===== config.mk =====
export PLATFORM = sky130hd
export DESIGN_NAME = issue_scoreboard_flat
export DESIGN_NICKNAME = d
export VERILOG_FILES = /design/src/rtl/iss_if.sv /design/src/rtl/issue_scoreboard.sv /design/src/flat_wrapper.sv
export SDC_FILE = /design/constraint.sdc
export NUM_CORES = 1
export LEC_CHECK = 0
export CAP_MARGIN = 0
export CORE_AREA = 2 2 82 84
export CTS_CLUSTER_SIZE = 30
export DETAILED_ROUTE_END_ITERATION = 8
export DIE_AREA = 0 0 84 86
export PLACE_DENSITY_LB_ADDON = 0.15
export SYNTH_ARGS = -nofsm -noshare
export SYNTH_HDL_FRONTEND = slang
export SYNTH_SLANG_ARGS = --single-unit

===== constraint.sdc =====
create_clock -name clk_i -period 3.65 [get_ports clk_i]
set_input_delay 0.73 -clock clk_i [delete_from_list [all_inputs] [get_ports clk_i]]
set_output_delay 0.73 -clock clk_i [all_outputs]
set_load 0.1 [all_outputs]

===== src/rtl/iss_if.sv =====
// Issue handshake between Decode and the scoreboard: valid/ready plus operand and destination fields.
// Latency: none, this is wiring only.
// Backpressure: Decode holds every field stable while iss_valid=1 and iss_ready=0.
interface iss_if;
    logic       iss_valid;
    logic       iss_ready;
    logic [4:0] iss_rs1;
    logic [4:0] iss_rs2;
    logic       iss_use_rs1;
    logic       iss_use_rs2;
    logic [4:0] iss_rd;
    logic       iss_we;
    logic       iss_fu;     // 0 = ALU, 1 = LSU

    modport master (
        output iss_valid, iss_rs1, iss_rs2, iss_use_rs1, iss_use_rs2, iss_rd, iss_we, iss_fu,
        input  iss_ready
    );
    modport slave (
        input  iss_valid, iss_rs1, iss_rs2, iss_use_rs1, iss_use_rs2, iss_rd, iss_we, iss_fu,
        output iss_ready
    );
endinterface


===== src/rtl/issue_scoreboard.sv =====
// In-order issue scoreboard: tracks pending writes (RAW/WAW), LSU occupancy and the single wb port.
// Latency: fire at cycle T gives wb_valid_o at T+ALU_LAT (ALU) or T+LSU_LAT (LSU); starts are same-cycle.
// Backpressure: iss_ready is combinational from hazards only, independent of iss_valid; 0 during reset.
// Ports: clk_i, rst_ni (sync, active-low), iss (iss_if.slave), alu_start_o, lsu_start_o,
//        wb_valid_o, wb_rd_o, wb_fu_o, pending_o[31:0].
// Option: define SB_BYPASS_EN to let a consumer issue in the same cycle its producer writes back.
module issue_scoreboard #(
    parameter int ALU_LAT = 1,   // 1..6, pipelined
    parameter int LSU_LAT = 3    // ALU_LAT < LSU_LAT <= 7, non-pipelined
) (
    input  logic        clk_i,
    input  logic        rst_ni,
    iss_if.slave        iss,
    output logic        alu_start_o,
    output logic        lsu_start_o,
    output logic        wb_valid_o,
    output logic [4:0]  wb_rd_o,
    output logic        wb_fu_o,
    output logic [31:0] pending_o
);
    localparam logic [0:0] ST_IDLE  = 1'b0;
    localparam logic [0:0] ST_BUSY  = 1'b1;
    localparam logic [2:0] LSU_CNT0 = 3'(LSU_LAT - 1);

    // Writeback reservation table; slot 1 is the one writing back this cycle.
    logic [7:1] slot_v_q,  slot_v_d;
    logic [7:1] slot_fu_q, slot_fu_d;
    logic [4:0] slot_rd_q [1:7];
    logic [4:0] slot_rd_d [1:7];
    logic [8:1] slot_v_ext;         // slot 8 is an always-empty pad so L+1 is in range for L=7

    logic [31:0] pending_q, pending_d;
    logic [0:0]  state_q, state_d;
    logic [2:0]  cnt_q, cnt_d;

    logic [31:0] busy_vec;
    logic        raw, waw, wbc, lsb, fire, alloc;

    assign slot_v_ext = {1'b0, slot_v_q};

    assign wb_valid_o = rst_ni & slot_v_q[1];
    assign wb_rd_o    = rst_ni ? slot_rd_q[1] : 5'd0;
    assign wb_fu_o    = rst_ni & slot_fu_q[1];
    assign pending_o  = pending_q;

    always_comb begin
        busy_vec = pending_q;
`ifdef SB_BYPASS_EN
        // The register written back this cycle is readable via ARF write-through.
        if (wb_valid_o) busy_vec[wb_rd_o] = 1'b0;
`endif
        busy_vec[0] = 1'b0;
    end

    assign raw = (iss.iss_use_rs1 & busy_vec[iss.iss_rs1]) | (iss.iss_use_rs2 & busy_vec[iss.iss_rs2]);
    assign waw = iss.iss_we & busy_vec[iss.iss_rd];
    // The occupant of slot L+1 shifts into slot L next edge, so our writeback cycle is taken.
    assign wbc = iss.iss_we & (iss.iss_fu ? slot_v_ext[LSU_LAT + 1] : slot_v_ext[ALU_LAT + 1]);
    assign lsb = iss.iss_fu & (state_q == ST_BUSY);

    assign iss.iss_ready = rst_ni & ~raw & ~waw & ~wbc & ~lsb;
    assign fire          = iss.iss_valid & iss.iss_ready;
    assign alloc         = fire & iss.iss_we & (iss.iss_rd != 5'd0);
    assign alu_start_o   = fire & ~iss.iss_fu;
    assign lsu_start_o   = fire & iss.iss_fu;

    always_comb begin
        for (int i = 1; i < 7; i++) begin
            slot_v_d[i]  = slot_v_q[i + 1];
            slot_fu_d[i] = slot_fu_q[i + 1];
            slot_rd_d[i] = slot_rd_q[i + 1];
        end
        slot_v_d[7]  = 1'b0;
        slot_fu_d[7] = 1'b0;
        slot_rd_d[7] = 5'd0;
        if (alloc) begin
            if (iss.iss_fu) begin
                slot_v_d[LSU_LAT]  = 1'b1;
                slot_fu_d[LSU_LAT] = 1'b1;
                slot_rd_d[LSU_LAT] = iss.iss_rd;
            end else begin
                slot_v_d[ALU_LAT]  = 1'b1;
                slot_fu_d[ALU_LAT] = 1'b0;
                slot_rd_d[ALU_LAT] = iss.iss_rd;
            end
        end
    end

    // Clear first, then set, so a same-edge set of the retiring register wins.
    always_comb begin
        pending_d = pending_q;
        if (wb_valid_o) pending_d[wb_rd_o] = 1'b0;
        if (alloc)      pending_d[iss.iss_rd] = 1'b1;
        pending_d[0] = 1'b0;
    end

    always_comb begin
        state_d = state_q;
        cnt_d   = cnt_q;
        if (state_q == ST_IDLE) begin
            if (lsu_start_o) begin
                state_d = ST_BUSY;
                cnt_d   = LSU_CNT0;
            end
        end else begin
            if (cnt_q == 3'd1) state_d = ST_IDLE;
            cnt_d = cnt_q - 3'd1;
        end
    end

    always_ff @(posedge clk_i) begin
        if (!rst_ni) begin
            slot_v_q  <= '0;
            slot_fu_q <= '0;
            for (int i = 1; i <= 7; i++) slot_rd_q[i] <= 5'd0;
            pending_q <= '0;
            state_q   <= ST_IDLE;
            cnt_q     <= 3'd0;
        end else begin
            slot_v_q  <= slot_v_d;
            slot_fu_q <= slot_fu_d;
            for (int i = 1; i <= 7; i++) slot_rd_q[i] <= slot_rd_d[i];
            pending_q <= pending_d;
            state_q   <= state_d;
            cnt_q     <= cnt_d;
        end
    end
endmodule


===== src/flat_wrapper.sv =====
// flat-port wrapper written by rule: the top's interface ports become plain ports
module issue_scoreboard_flat 
#(
    parameter int ALU_LAT = 1,                     
    parameter int LSU_LAT = 3                                            
)
  (clk_i, rst_ni, alu_start_o, lsu_start_o, wb_valid_o, wb_rd_o, wb_fu_o, pending_o, iss_iss_valid, iss_iss_rs1, iss_iss_rs2, iss_iss_use_rs1, iss_iss_use_rs2, iss_iss_rd, iss_iss_we, iss_iss_fu, iss_iss_ready);
  iss_if iss_i ();
  input  logic clk_i;
  input  logic rst_ni;
  output logic alu_start_o;
  output logic lsu_start_o;
  output logic wb_valid_o;
  output logic [4:0] wb_rd_o;
  output logic wb_fu_o;
  output logic [31:0] pending_o;
  input wire logic [$bits(iss_i.iss_valid)-1:0] iss_iss_valid;
  input wire logic [$bits(iss_i.iss_rs1)-1:0] iss_iss_rs1;
  input wire logic [$bits(iss_i.iss_rs2)-1:0] iss_iss_rs2;
  input wire logic [$bits(iss_i.iss_use_rs1)-1:0] iss_iss_use_rs1;
  input wire logic [$bits(iss_i.iss_use_rs2)-1:0] iss_iss_use_rs2;
  input wire logic [$bits(iss_i.iss_rd)-1:0] iss_iss_rd;
  input wire logic [$bits(iss_i.iss_we)-1:0] iss_iss_we;
  input wire logic [$bits(iss_i.iss_fu)-1:0] iss_iss_fu;
  output wire logic [$bits(iss_i.iss_ready)-1:0] iss_iss_ready;
  assign iss_i.iss_valid = iss_iss_valid;
  assign iss_i.iss_rs1 = iss_iss_rs1;
  assign iss_i.iss_rs2 = iss_iss_rs2;
  assign iss_i.iss_use_rs1 = iss_iss_use_rs1;
  assign iss_i.iss_use_rs2 = iss_iss_use_rs2;
  assign iss_i.iss_rd = iss_iss_rd;
  assign iss_i.iss_we = iss_iss_we;
  assign iss_i.iss_fu = iss_iss_fu;
  assign iss_iss_ready = iss_i.iss_ready;
  issue_scoreboard #(.ALU_LAT(ALU_LAT), .LSU_LAT(LSU_LAT)) u_core (.clk_i(clk_i), .rst_ni(rst_ni), .iss(iss_i), .alu_start_o(alu_start_o), .lsu_start_o(lsu_start_o), .wb_valid_o(wb_valid_o), .wb_rd_o(wb_rd_o), .wb_fu_o(wb_fu_o), .pending_o(pending_o));
endmodule

==> run metrics, run 1 <==
share of layout cells above drive strength 1 22.9%; max-slew violations 0; PortBufs 62; Max stage delay on crit path 0.54 ns; worst path required time 2.92 ns; crit-path max FO 4; max-cap violations 0; commonest non-fill, non-tap cell in the layout dfxtp_1; number of buffers and inverters on the critical path 2; Rows 29; RePlAce Congestion about 0.9; total CTS buffers 5; asr flop ratio synth 0%; Clock Skew between 0.006 and 0.007 ns; die width 84 um; combinational share of power 18.4%; Sequential cell area 1080 um^2; final period utilization 97.8%; syn_nets 341; RSZ-0062 raised after global routing no; final setup fails 0; first-pass GRT wire length 15000 um; register area share after synthesis 35.1%; root buffer cell clkbuf_8; Seq pwr share 49.4%; maximum vdd drop 0.204 mV; die area 7220 um^2; core area 6280 um^2; crit path cell chain clkdlybuf4s15_2 > mux4_2 > a32o_1 > a31oi_4 > nand4_4 > o21ai_2 > and3_4 > and3_4 > buf_12; Reg clk slew, reported paths around 0.09 ns; Worst slew margin a little over a third; initial detailed-routing violation count 244; initial antenna violation count 0; Hold Vio Cnt, Final 0; Die Span Y 86 um; critical path data arrival time 2.84 ns; Power Density about 300 nW/um^2; fill count 539; CP Capture Type output pin; initial core utilization 49.1%; Crit-path slowest cell mux4_2; detailed placement HPWL 7080 um; status finished, final reports clean; clk_lat worst skew roughly 0.31 ns; CTS H-tree depth 2; Mapped Cells 317; Switching Share 26.7%; critical path launch point type input port; vias 2960; Yosys warnings 0; postcts setup bufs 0; Ports 64; Yosys cell types 56; min cycle time layout between 3 and 4 ns; Post-synth EDFFs 0; syn_area_per_cell 9.72 um^2; critical path's top delay family compound AO/OA/AOI/OAI gates; DRT Wirelength around 9500 um; CTS tree done; Leak about 0.0016 uW; cell mode on critical path and3_4; Layout area overhead 33.6%; #FFs+latches synth 54; Clock power frac 32.2%; P_int 900 uW; Max Clock Freq between 200 and 300 MHz; CTS Sinks 54; largest net degree at the start of global routing 47; DR DRC count 0; GRT Residual Overflow 0; Final #Nets 421; final instance area 4110 um^2; GRT Total Usage 26.7%; Via density 6.23; antenna cells 0; Hold Crit Class reg2reg; WL/cell 20.0 um; dominant synthesized flop cell dfxtp_1; DRT Pass-1 Iters 4; vias in the first global route roughly 2.9k; DP Area 3980 um^2; Cell Area, Synth 3080 um^2; worst slew pin tran 0.975 ns; Routed Antenna Nets 0; most frequent cells in the layout 54 x dfxtp_1, 41 x clkdlybuf4s50_1, 36 x buf_4; Worst Hold Slack 0.443 ns; crit path kind in2out; Clock Tree Buf Depth 2; switching power 329 uW; area taken by multi-input logic gates 1880 um^2
## metrics by stage
step / instances / TNS [ns] / setup WS [ns] / util (%) / power [uW]
2_1_floorplan: 317 / -0.0956 / -0.0956 / - / 761
3_3_place_gp: 467 / -1.00 / -0.231 / 63.5 / 842
3_5_place_dp: 467 / -2.19 / -0.302 / 63.5 / 846
4_1_cts: 475 / 0 / 0.00110 / 65.4 / 1240
5_1_grt: 475 / 0 / 0.00496 / 65.5 / 1270
6_report: 475 / 0 / 0.0792 / 65.5 / 1230
## cell families (layout without fill, tap and decap cells)
kind of cell | after synthesis | after routing | synth area share, %
and+or+nand+nor | 106 | 106 | 20.6
AOI/OAI and AO/OA | 82 | 82 | 19.3
xor gates and xnor gates | 2 | 2 | 0.569
DFF | 54 | 54 | 35.1
adders and majority gates | 2 | 2 | 0.812
buffers and inverters | 32 | 113 | 4.91
muxes | 38 | 38 | 18.5
other | 1 | 1 | 0.122
## worst register-to-register path, stage by stage (launching register included)
cell	delay (ns)
dfxtp_1	0.39
mux4_2	0.49
a22oi_1	0.21
nand4_1	0.16
o311ai_2	0.10
buf_4	0.18
nand3_2	0.09
buf_4	0.19
or4b_1	0.46
buf_4	0.20
o21ai_2	0.16
## path summary, 6_finish.rpt
path / start / endpoint / slack (ns) / cells after the start
max: iss_iss_rd[0] / alu_start_o / 0.08 / 9
min: u_core.slot_v_q[3]$_SDFF_PN0_ / u_core.slot_v_q[2]$_SDFF_PN0_ / 0.44 / 1
max reg2reg: u_core.pending_o[30]$_SDFF_PN0_ / u_core.pending_o[1]$_SDFF_PN0_ / 0.96 / 10
min reg2reg: u_core.slot_v_q[3]$_SDFF_PN0_ / u_core.slot_v_q[2]$_SDFF_PN0_ / 0.44 / 1
## sequential cells by signal, summed over array words and instances, names as in the netlist
| register | count |
|---|---|
| u_core.slot_rd_q | 15 |
| u_core.cnt_q | 3 |
| u_core.state_q | 1 |
| u_core.slot_fu_q | 1 |
| u_core.slot_v_q | 3 |
| u_core.pending_o | 31 |
## power groups by stage
| stage | registers, uW | logic, uW | clock network [uW] |
|---|---|---|---|
| floorplan | 625 | 137 | 0 |
| global placement | 620 | 222 | 0 |
| detailed placement | 621 | 225 | 0 |
| CTS | 607 | 226 | 404 |
| global route | 608 | 242 | 424 |
| finish | 607 | 226 | 396 |
## per-layer routing
metal,global-route usage [%],wire [um],vias to the layer above
met5,0,0,-
met1,33.7,3830,1406
li1,-,-,1370
met3,5.29,756,31
met2,45.6,4620,153
met4,9.97,306,0
## synth_stat cells, drive strengths merged (4+ instances only)
library cell	count	share of area, %
nand3b	7	1.7
nand3	12	2.1
dfxtp	54	35
nand4	5	1.5
inv	10	1.2
nand2b	4	0.81
o211ai	32	7.8
mux2i	21	6.8
buf	8	1.9
nor2b	9	1.8
mux4	15	11
nor2	12	1.7
nand2	23	2.8
and2	12	2.4
clkbuf	14	1.7
o21ai	34	6.4
and3	7	1.4
## cell type report
type | instances | share of cell area (%)
clock buffers | 6 | 1.76
well taps | 77 | 2.34
inverters | 10 | 0.912
flip-flops and latches | 54 | 26.3
clock inverters | 2 | 0.912
multi-input cells | 231 | 45.7
repair buffers | 95 | 22.1
## timing repair
action,CTS,global route
setup endpoints to repair,3,2
resized for setup,13,6
hold endpoints to repair,0,0
pin swaps,3,1
hold buffers,0,0
Power figures use the tool's default switching activity.
==> inputs of run 2 (changes only) <==
Settings changed: RECOVER_POWER set to 100, SLEW_MARGIN set to 20.
==> run 2 against run 1 <==
Compared with the run above: non-clock buffer count did not move; clock-buffer cell count unchanged; register-to-register slack got worse by 0.27 ns; clock skew decreased by 0.0012 ns; sequential share of layout area increased by 0.71 points; combinational power fell by 3%; die area stayed put; critical path depth stayed put; largest power group unchanged.
==> run metrics, run 2 (same netlist as run 1, synthesis figures left out) <==
final period utilization 97.8% (about the same); maximum vdd drop 0.205 mV (+0.37%); status finished, final reports clean; Clock Skew 0.00576 ns (-0.00123 ns); Clock Tree Buf Depth 2 (unchanged); die width 84 um (unchanged); fill count 557 (+3.3%); critical path launch point type input port; Reg clk slew, reported paths 0.10 ns (about the same); core area 6280 um^2 (unchanged); crit-path max FO 4 (unchanged); max-cap violations 0 (unchanged); Power Density 306 nW/um^2 (+2.5%); RSZ-0062 raised after global routing no; Die Span Y 86 um (unchanged); vias 2973 (+0.44%); antenna cells 0 (unchanged); commonest non-fill, non-tap cell in the layout dfxtp_1; Largest register FFs 31 (unchanged); root buffer cell clkbuf_8; critical path data arrival time 2.84 ns (about the same); PortBufs 62 (unchanged); Max Clock Freq 280 MHz (about the same); Placement Setup Slack -0.302 ns (unchanged); first-pass GRT wire length 15000 um (unchanged); Non-Filler Instances 475 (unchanged); RePlAce Congestion 0.923 (unchanged); initial antenna violation count 0 (unchanged); GRT Residual Overflow 0 (unchanged); DRT Pass-1 Iters 5 (+1); min cycle time layout 3.57 ns (-0.00159 ns); Power Total 1230 uW (-0.16%); Via density 6.26 (+0.44%); die area 7220 um^2 (unchanged); Layout area overhead 30.1%; placed insts 467 (unchanged); Routed Antenna Nets 0 (unchanged); initial core utilization 49.1% (unchanged); max-slew violations 0 (unchanged); CTS H-tree depth 2 (unchanged); Hold Vio Cnt, Final 0 (unchanged); Final #Nets 421 (unchanged); WL/cell 20.2 um (+0.74%); initial detailed-routing violation count 230 (-5.7%); CTS Sinks 54 (unchanged); GRT Total Usage 26.7% (unchanged); CTS tree done; final setup fails 0 (unchanged); clk_lat worst skew 0.31 ns (about the same); share of layout cells above drive strength 1 17.6% (-5.3 points); largest net degree at the start of global routing 47 (unchanged); CTS Hold Bufs 0 (unchanged); total CTS buffers 5 (unchanged); DR DRC count 0 (unchanged); worst path required time 2.92 ns (about the same); Rows 29 (unchanged); Leak 0.00163 uW (+3.8%); worst slew pin tran 1.21 ns (+0.231 ns); postcts setup bufs 0 (unchanged); Util after Layout 63.8% (-1.7 points); final worst setup slack 0.0807 ns (+0.00159 ns); vias in the first global route 2892 (unchanged); Hold Crit Class reg2reg; crit path kind in2out; detailed placement HPWL 7080 um (unchanged); Worst slew margin 19.9% (-15 points); Ports 64 (unchanged); most frequent cells in the layout 54 x dfxtp_1, 32 x o211ai_1, 31 x dlygate4sd3_1; CP Capture Type output pin; DRT Wirelength 9580 um (+0.74%)
==> run 2: changes by cell type in the layout (fill, tap and decap cells not counted), moves of 2 or more <==
cell	delta
buf_12	-2
o21ai_0	+13
clkbuf_1	+14
buf_4	-13
and2_1	-3
o21ai_2	-4
dlygate4sd3_1	+31
clkdlybuf4s50_1	-31
and2_0	+3
o21ai_1	-9
==> run 2: timing repair <==
| item | 4_1_cts | 5_1_grt |
|---|---|---|
| pin swaps | 3 | 1 |
| resized for setup | 13 | 6 |
| setup endpoints to repair | 3 | 2 |
| hold endpoints to repair | 0 | 0 |
==> run 2: critical path: stages <==
cell             delay, ns
clkdlybuf4s15_2       0.26
mux4_2                0.54
a32o_1                0.29
a31oi_4               0.19
nand4_4               0.13
o21ai_2               0.12
and3_4                0.22
and3_4                0.19
buf_12                0.17
==> run 2: path summary, 6_finish.rpt <==
check / startpoint / to / slack (ns) / depth (start not counted)
setup / recovery: iss_iss_rd[0] / alu_start_o / 0.08 / 9
hold / removal: u_core.slot_v_q[3]$_SDFF_PN0_ / u_core.slot_v_q[2]$_SDFF_PN0_ / 0.44 / 1
setup reg to reg: u_core.pending_o[30]$_SDFF_PN0_ / u_core.slot_rd_q[1][4]$_SDFF_PN0_ / 0.69 / 10
hold reg to reg: u_core.slot_v_q[3]$_SDFF_PN0_ / u_core.slot_v_q[2]$_SDFF_PN0_ / 0.44 / 1
==> run 2: metrics by stage <==
step | instance area (um^2) | setup TNS, ns | hold slack, ns
finish | 4010 | 0 | 0.443
global route | 4010 | 0 | 0.458
CTS | 4110 | 0 | 0.444
detailed placement | 3980 | -2.19 | 0.421
global placement | 3980 | -1.00 | 0.416
floorplan | 3120 | -0.0956 | 0.412
==> run 2: final cells by class <==
class / count / area [um^2] / share of cell area (%)
sequential: 54 / 1080 / 27.0
tap: 77 / 96.3 / 2.40
clock buffer: 6 / 72.6 / 1.81
inverter: 10 / 37.5 / 0.937
multi-input combinational: 231 / 1840 / 46.0
clock inverter: 2 / 37.5 / 0.937
timing repair buffer: 95 / 837 / 20.9
==> run 2: routing by layer <==
| metal | part of all wire [%] | GRT usage [%] | vias to the layer above |
|---|---|---|---|
| li1 | - | - | 1363 |
| met2 | 48 | 45.6 | 189 |
| met5 | 0 | 0 | - |
| met4 | 3.3 | 9.97 | 0 |
| met3 | 7.7 | 5.29 | 36 |
| met1 | 40 | 33.7 | 1385 |
==> run 2: power breakdown <==
part | leakage [uW] | internal (uW) | switching, uW | total (uW)
Sequential | 0.000436 | 598 | 8.53 | 607
Combinational | 0.00114 | 92.6 | 126 | 219
Clock | 0.0000514 | 205 | 197 | 401
Total | 0.00163 | 896 | 331 | 1230
==> inputs of run 3 (changes only) <==
Settings changed: CORE_AREA 2 2 82 84 to 2 2 91 76, DIE_AREA 0 0 84 86 to 0 0 93 78, PLACE_DENSITY set to 0.79, PLACE_DENSITY_LB_ADDON 0.15 to unset.
==> run 3 against run 2 <==
Compared with the run above: sequential power about the same; first-iteration DRC count up 66%; total power down 5.5%; wire length down 0.72%; cell area up 0.72%; worst setup slack better by 0.029 ns; clock power down 19%; combinational power up 3%; largest power group unchanged; highest routed layer unchanged.
==> run metrics, run 3 (same netlist as run 1, synthesis figures left out) <==
status finished, final reports clean; WL/cell 19.8 um (-2.0%); Routed Antenna Nets 0 (unchanged); max-slew violations 0 (unchanged); CTS tree done; DR DRC count 0 (unchanged); CTS Sinks 54 (unchanged); maximum vdd drop 0.217 mV (+5.6%); vias 2964 (-0.30%); Max stage delay on crit path 0.51 ns (-0.03 ns); Leak 0.00161 uW (-1.0%); worst path required time 2.92 ns (about the same); worst slew pin tran 1.17 ns (-0.0408 ns); Max Clock Freq 282 MHz (+0.83%); CTS H-tree depth 2 (unchanged); Power Total 1160 uW (-5.5%); initial antenna violation count 0 (unchanged); vias in the first global route 2900 (+0.28%); detailed placement HPWL 7140 um (+0.83%); share of layout cells above drive strength 1 18.9% (+1.3 points); initial core utilization 49.3% (+0.25 points); DRT Wirelength 9510 um (-0.72%); Power Density 287 nW/um^2 (-6.2%); critical path launch point type input port; min cycle time layout 3.54 ns (-0.0294 ns); Die Span Y 78 um (-9.3%); GRT Residual Overflow 0 (unchanged); Crit-path slowest cell mux4_2; final setup fails 0 (unchanged); Hold Crit Class reg2reg; Hold Vio Cnt, Final 0 (unchanged); CP Capture Type output pin; max-cap violations 0 (unchanged); RePlAce Congestion 0.959 (+4.0%); final period utilization 97.0% (-0.81 points); commonest non-fill, non-tap cell in the layout dfxtp_1; Final #Nets 421 (unchanged); Layout area overhead 31.0%; die area 7250 um^2 (+0.42%); area taken by multi-input logic gates 1860 um^2 (+0.88%); initial detailed-routing violation count 381 (+66%); most frequent cells in the layout 54 x dfxtp_1, 32 x o211ai_1, 31 x o21ai_0; Clock Tree Buf Depth 2 (unchanged); PortBufs 62 (unchanged); clk_lat worst skew 0.31 ns (about the same); DRT Pass-1 Iters 6 (+1); Clock Skew 0.0127 ns (+0.00696 ns); die width 93 um (+11%); Worst slew margin 22.6% (+2.7 points); antenna cells 0 (unchanged); crit-path max FO 2 (-2); crit path kind in2out; critical path data arrival time 2.81 ns (-0.03 ns); Ports 64 (unchanged); core area 6250 um^2 (-0.50%); largest net degree at the start of global routing 62 (+32%); first-pass GRT wire length 15000 um (about the same); Rows 26 (-10%); Util after Layout 64.6% (+0.78 points); RSZ-0062 raised after global routing no; fill count 531 (-4.7%); Via density 6.16 (-1.5%); root buffer cell clkbuf_8; crit path cell chain clkdlybuf4s15_1 > mux4_2 > nor2b_1 > nor3_1 > o311ai_2 > nand3_2 > nor3b_4 > buf_12; Reg clk slew, reported paths 0.10 ns (about the same); Largest register FFs 31 (unchanged); GRT Total Usage 26.7% (-0.052 points); Sequential cell area 1080 um^2 (unchanged); total CTS buffers 5 (unchanged)
[run 3: power by group]
part           internal [uW]  leakage, uW  total, uW  switching [uW]
Clock                    133    0.0000444        325             192
Sequential               598     0.000436        607            8.86
Combinational           96.4      0.00113        226             130
Total                    828      0.00161       1160             331
[run 3: cell type report]
class,count,area share [%]
clock buffers,5,1.71
clock inverters,2,0.341
inverters,10,0.930
multi-input cells,231,46.1
flip-flops and latches,54,26.8
well taps,84,2.60
repair buffers,95,21.5
[run 3: layer usage]
metal | GRT usage (%) | part of all wire [%]
met5 | 0 | 0
met4 | 8.82 | 2.2
met3 | 5.73 | 9.2
met2 | 40.2 | 43
met1 | 38.1 | 45
[run 3: path summary, 6_finish.rpt]
check | start | endpoint | slack, ns | depth (start not counted)
worst max-delay path | iss_iss_rs1[0] | lsu_start_o | 0.11 | 8
worst min-delay path | u_core.slot_rd_q[3][3]$_SDFF_PN0_ | u_core.slot_rd_q[2][3]$_SDFF_PN0_ | 0.43 | 1
worst max register to register | u_core.pending_o[3]$_SDFF_PN0_ | u_core.pending_o[25]$_SDFF_PN0_ | 0.47 | 11
worst min register to register | u_core.slot_rd_q[3][3]$_SDFF_PN0_ | u_core.slot_rd_q[2][3]$_SDFF_PN0_ | 0.43 | 1
[run 3: metrics by stage]
stage,setup slack [ns],std cells,instance area (um^2),TNS [ns],hold slack (ns)
global route,0.0245,481,4040,0,0.455
global placement,-0.233,472,4000,-0.605,0.414
finish,0.110,481,4040,0,0.429
floorplan,-0.0956,317,3120,-0.0956,0.412
detailed placement,-0.273,472,4000,-1.12,0.419
CTS,0.0261,480,4100,0,0.436
[run 3: worst max-delay path: cells and delay by family]
family / cells / cell delay, ns
buffers and inverters: 2 / 0.43
AND/OR/NAND/NOR: 4 / 0.74
multiplexers: 1 / 0.51
AO/OA/AOI/OAI: 1 / 0.40
[run 3: repair_timing]
action	in CTS	in global routing
pin swaps	5	3
gates resized for setup	12	6
hold buffers	0	0
buffers inserted	1	1
setup endpoints to repair	3	2
